<file path="src/rtl/bcd_scan_display.sv">
`default_nettype none
// +--------------------------------------------------------------------------+
// | Module   : bcd_scan_display                                              |
// | Purpose  : Four-digit time-multiplexed seven-segment driver for a        |
// |            common-anode display. Packed BCD digits are snapshotted once  |
// |            per scan frame so a digit never changes mid-frame.            |
// | Params   : DIV   - clk cycles per digit slot (DIV >= 2)                  |
// | Ports    : clk    in   system clock, rising edge                         |
// |            clr    in   synchronous active-high reset                     |
// |            enable in   scan enable; low = dark display, scan frozen      |
// |            digits in   [15:0] packed BCD, [3:0] = digit 0 (LSD)          |
// |            seg    out  [6:0] segments {g,f,e,d,c,b,a}, active-low        |
// |            an     out  [3:0] anode select, active-low, an[i] = digit i   |
// |            frame  out  one-cycle pulse at frame start (digits sampled)   |
// | Macro    : BLANK_LZ_EN - when defined, leading zeros are blanked         |
// |            (digit 0 is never blanked; codes 10-15 count as non-zero).    |
// | Revision : 1.0 - initial release                                         |
// +--------------------------------------------------------------------------+
module bcd_scan_display #(
    parameter int DIV = 100000
) (
    input  logic        clk,
    input  logic        clr,
    input  logic        enable,
    input  logic [15:0] digits,
    output logic [6:0]  seg,
    output logic [3:0]  an,
    output logic        frame
);

    localparam int               CNT_W       = $clog2(DIV);
    localparam logic [CNT_W-1:0] c_CNT_MAX   = CNT_W'(DIV - 1);
    localparam logic [CNT_W-1:0] c_CNT_ONE   = CNT_W'(1);
    localparam logic [6:0]       c_SEG_DARK  = 7'h7F;
    localparam logic [3:0]       c_AN_DARK   = 4'b1111;

    logic [CNT_W-1:0] r_cnt;
    logic [1:0]       r_idx;
    logic [15:0]      r_snap;
    logic [6:0]       r_seg;
    logic [3:0]       r_an;
    logic             r_frame;

    logic             w_tick;
    logic             w_frame_start;
    logic [1:0]       w_idx_next;
    logic [15:0]      w_src;
    logic [3:0]       w_value;
    logic             w_blank;

    function automatic logic [6:0] f_decode(input logic [3:0] v);
        logic [6:0] s;
        case (v)
            4'd0:    s = 7'h40;
            4'd1:    s = 7'h79;
            4'd2:    s = 7'h24;
            4'd3:    s = 7'h30;
            4'd4:    s = 7'h19;
            4'd5:    s = 7'h12;
            4'd6:    s = 7'h02;
            4'd7:    s = 7'h78;
            4'd8:    s = 7'h00;
            4'd9:    s = 7'h10;
            default: s = 7'h3F;  // dash for non-BCD codes
        endcase
        return s;
    endfunction

    assign w_tick        = enable && (r_cnt == c_CNT_MAX);
    assign w_idx_next    = r_idx + 2'd1;
    assign w_frame_start = w_tick && (r_idx == 2'd3);

    // On the frame-start edge the snapshot register is only being loaded, so
    // digit 0 is taken straight from the input to keep the frame coherent.
    assign w_src = w_frame_start ? digits : r_snap;

    always_comb begin
        w_value = 4'd0;
        case (w_idx_next)
            2'd0: w_value = w_src[3:0];
            2'd1: w_value = w_src[7:4];
            2'd2: w_value = w_src[11:8];
            2'd3: w_value = w_src[15:12];
            default: w_value = 4'd0;
        endcase
    end

`ifdef BLANK_LZ_EN
    // A slot is blank when it and every more-significant digit are zero.
    always_comb begin
        w_blank = 1'b0;
        case (w_idx_next)
            2'd1: w_blank = (w_src[15:4]  == 12'd0);
            2'd2: w_blank = (w_src[15:8]  == 8'd0);
            2'd3: w_blank = (w_src[15:12] == 4'd0);
            default: w_blank = 1'b0;
        endcase
    end
`else
    assign w_blank = 1'b0;
`endif

    always_ff @(posedge clk) begin
        if (clr) begin
            r_cnt   <= '0;
            r_idx   <= 2'd3;
            r_snap  <= 16'h0000;
            r_an    <= c_AN_DARK;
            r_seg   <= c_SEG_DARK;
            r_frame <= 1'b0;
        end else if (!enable) begin
            // Counters and snapshot hold; display goes dark.
            r_an    <= c_AN_DARK;
            r_seg   <= c_SEG_DARK;
            r_frame <= 1'b0;
        end else if (w_tick) begin
            r_cnt   <= '0;
            r_idx   <= w_idx_next;
            r_frame <= w_frame_start;
            if (w_frame_start) begin
                r_snap <= digits;
            end
            if (w_blank) begin
                r_an  <= c_AN_DARK;
                r_seg <= c_SEG_DARK;
            end else begin
                r_an  <= ~(4'b0001 << w_idx_next);
                r_seg <= f_decode(w_value);
            end
        end else begin
            r_cnt   <= r_cnt + c_CNT_ONE;
            r_frame <= 1'b0;
        end
    end

    assign seg   = r_seg;
    assign an    = r_an;
    assign frame = r_frame;

endmodule
`default_nettype wire

</file>
<file path="config.mk">
export PLATFORM = sky130hd
export DESIGN_NAME = bcd_scan_display
export DESIGN_NICKNAME = d
export VERILOG_FILES = /design/src/rtl/bcd_scan_display.sv
export SDC_FILE = /design/constraint.sdc
export NUM_CORES = 1
export LEC_CHECK = 0
export ABC_CLOCK_PERIOD_IN_PS = 6800
export CAP_MARGIN = 20
export CORE_MARGIN = 2
export CORE_UTILIZATION = 55
export CTS_BUF_LIST = sky130_fd_sc_hd__clkbuf_8 sky130_fd_sc_hd__clkbuf_16
export CTS_CLUSTER_DIAMETER = 60
export DETAILED_ROUTE_END_ITERATION = 16
export PLACE_DENSITY = 0.84
export SYNTH_ARGS = -nofsm -noshare
export SYNTH_HDL_FRONTEND = slang
export SYNTH_SLANG_ARGS = --single-unit
</file>
<file path="constraint.sdc">
create_clock -name clk -period 6.8 [get_ports clk]
set_input_delay 1.36 -clock clk [delete_from_list [all_inputs] [get_ports clk]]
set_output_delay 1.36 -clock clk [all_outputs]
set_load 0.03 [all_outputs]
</file>
==> impl_metrics.ini <==
[status]
outcome = finished clean

[cts]
worstSkewPairLatency_ns = 0.30
clock_pin_slew_of_the_registers_on_the_worst_case_setup_and_hold_paths_ns = 0.08
clockRootBuffer = clkbuf_8
numCtsBuffers = 5
cts-htree-levels = 2
tritoncts_clock_tree = done
cts_max_path_buffers = 2
clock_sinks = 47
cts_resized = 0
count_of_hold_buffers_inserted_by_post_cts_repair = 0
postCtsSetupRepairBufs = 0

[place]
routabilityCongestion = 0.822
postPlaceCellArea_um2 = 2650
dp_hpwl_um = 3430
io_buffers = 30

[timing]
timing.final.max_slew_violations = 0
rsz0062_at_grt = no
maximum_operating_frequency_ghz = 0.208
finClkSkew_ns = 0.00413
worst_slew_margin_rel_pct = 53.7
timing.final.crit_share_pct = 70.7
final_report_hold_violation_count = 0
timing.final.crit_period_ns = 4.81
timing_worst_slew_pin_value_ns = 0.693
final-setup-viol-count = 0
fin_tns_setup_ns = 0

[finish]
nNetsFinal = 326
antenna_cells = 0
multi_input_area_um2 = 1300
share_of_post_route_cells_with_drive_strength_above_1_pct = 7.43
regArea_um2 = 941
layout.filler_cells = 326
layout-area-overhead-vs-synth_pct = 16.5
final_core_utilization_pct = 67.7
finalInstanceArea_um2 = 2750

[drt]
ant_nets = 0
dr_total_vias = 1929
detail_route.vias_per_cell = 5.58
routed_wl_um = 4850
drc = 0
drt_pass1_iterations = 4
final_routed_wire_length_divided_by_cell_count_um = 14.0
initialDrtViolationCount = 145

[yosys]
synth_seq_cells = 47
synth.area.top_cells = dfxtp_1 40%, ha_1 6.4%, nand2_1 5.9%
post_synth_instance_area_um2 = 2360
synthesis.instances = 269
synth_async_sr_flop_share_pct = 0
netlist.top_cell.by_area = dfxtp_1
synthesized_nets = 300
synth.lib_cells_used.distinct = 48
ys.warnings.count = 0
synth-edff-count = 0
syn-mean-instance-area_um2 = 8.76
synth_top_area_share_pct = 39.9
ys_dominant_reg_cell = dfxtp_1
ys_seq_area_share_pct = 39.9

[die]
core_area_um2 = 4060
initial_utilization_pct = 58.1
die_area_um2 = 4820
io_pins = 31
die_h_um = 69.5
rows = 23
floorplan.die.width_um = 69.5

[worst_setup_path]
crit_path_end_kind = flip-flop
crit_path_dat_ns = 5.05
worst-path-max-fanout = 16
cpPeakStageDelay_ns = 0.70
timing.critical_path.from_type = input pin
cp_top_delay_family = simple AND/OR/NAND/NOR gates
slowest_cell_on_the_critical_path = clkdlybuf4s50_1
critical_path_buf_inv_count = 3
worst-endpoint-required_ns = 7.04
setup.worst_path.class = in2reg
list_of_cells_traversed_by_the_critical_path = clkdlybuf4s50_1 -> nand3_1 -> or3_1 -> nor2_4 -> mux2_2 -> a2111oi_0 -> or2_2 -> inv_1 -> ha_1 -> inv_1 -> or2_2 -> a21oi_1 -> o21ai_1

[power_and_ir_drop]
static-leakage-power_nw = 1.08
power.density_nw_per_um2 = 174
max-vdd-ir-drop_mv = 0.0815

[grt]
wire_length_of_the_first_global_routing_pass_um = 8290
grt_max_degree = 19
vias_in_the_first_global_route = 1772
grt_antenna_before_repair = 0
groute.usage.overall_pct = 21.3
grt-ovfl-total = 0

[flow_run]
cap_viol_max_count = 0

[worst_hold_path]
min-delay-path-class = reg2reg
state kept, by name, indices dropped and copies added (netlist names):
register  flops
an            4
frame         1
r_cnt        17
r_idx         2
r_snap       16
seg           7
synth_stat cells (2+ instances only):
cell type and instances:
a21oi_1 18, a31oi_1 2, and2_1 5, and3_1 3
buf_2 2, buf_4 2, buf_6 3, clkbuf_1 4
dfxtp_1 47, ha_1 12, inv_1 12, mux2_2 2
mux2i_1 12, nand2_1 37, nand2b_1 4, nand3_1 5
nand3b_1 2, nand4_1 5, nor2_1 29, nor2b_1 2
nor3_1 5, o211ai_1 9, o21ai_0 6, o21ai_1 3
or2_2 2, or3_1 4, xnor2_1 3, xor2_1 9
layer usage:
layer	part of all wire [%]	routed length, um	vias to the layer above	GRT usage, %
met5	0	0	-	0
met4	1.4	68	0	8.06
met3	4.1	200	7	4.94
met2	47	2280	44	33.3
met1	47	2300	900	28.6
li1	-	-	978	-
final cells by class:
type	instances	share of cell area, %
multi-input combinational	199	47.2
clock inverter	1	0.137
sequential	47	34.3
inverter	12	1.64
clock buffer	7	3.51
tap	50	2.28
timing repair buffer	30	10.9
worst register-to-register path: cells and delay by family, from the launching register on:
family                     cells  cell delay [ns]
AOI/OAI and AO/OA              3             0.74
adders and majority gates      2             0.49
buffers and inverters          2             0.15
DFF                            1             0.39
muxes                          1             0.40
and+or+nand+nor                5             1.43
cells by family (layout without fill, tap and decap cells):
group | count (synthesis) | count (layout) | synth area share, %
compound gates | 49 | 49 | 14.0
xor+xnor | 12 | 12 | 4.46
fa+ha+maj | 12 | 12 | 6.37
buf+inv | 23 | 50 | 5.04
flops | 47 | 47 | 39.9
mux | 14 | 14 | 6.05
simple gates | 112 | 112 | 24.1
path summary, 6_finish.rpt:
check | start | end | slack [ns] | depth (start not counted)
setup reg to reg | r_cnt[0] | seg[4] | 3.13 | 13
hold reg to reg | r_snap[4] | r_snap[4] | 0.46 | 2
hold / removal | r_snap[4] | r_snap[4] | 0.46 | 2
setup / recovery | enable | seg[4] | 1.99 | 13
where the power goes:
group	internal, mW	leakage, nW	switching, mW
Sequential	0.276	0.379	0.000990
Combinational	0.0113	0.649	0.00867
Clock	0.0913	0.0557	0.0900
cells in the final DEF, fill, tap and decap left out, types with 3 or more instances in the layout:
cell             synthesis  routed
mux2i_1                 12      12
or3_1                    4       4
o211ai_1                 9       9
a21oi_1                 18      18
o21ai_1                  3       3
clkdlybuf4s50_1          0      30
dfxtp_1                 47      47
ha_1                    12      12
nand2b_1                 4       4
nor2_1                  29      29
and2_1                   5       5
clkbuf_8                 0       7
and3_1                   3       3
nand3_1                  5       5
xor2_1                   9       9
inv_1                   12      13
xnor2_1                  3       3
o21ai_0                  6       6
nand2_1                 37      37
nand4_1                  5       5
nor3_1                   5       5
metrics by stage:
stage               instances  power (mW)  setup slack, ns  hold WS (ns)
floorplan                 269       0.290             3.01         0.431
global placement          338       0.303             1.87         0.438
detailed placement        338       0.303             1.72         0.454
CTS                       346       0.482             2.03         0.468
global route              346       0.495             1.74         0.493
finish                    346       0.478             1.99         0.463
(Power assumes the default switching activity.)
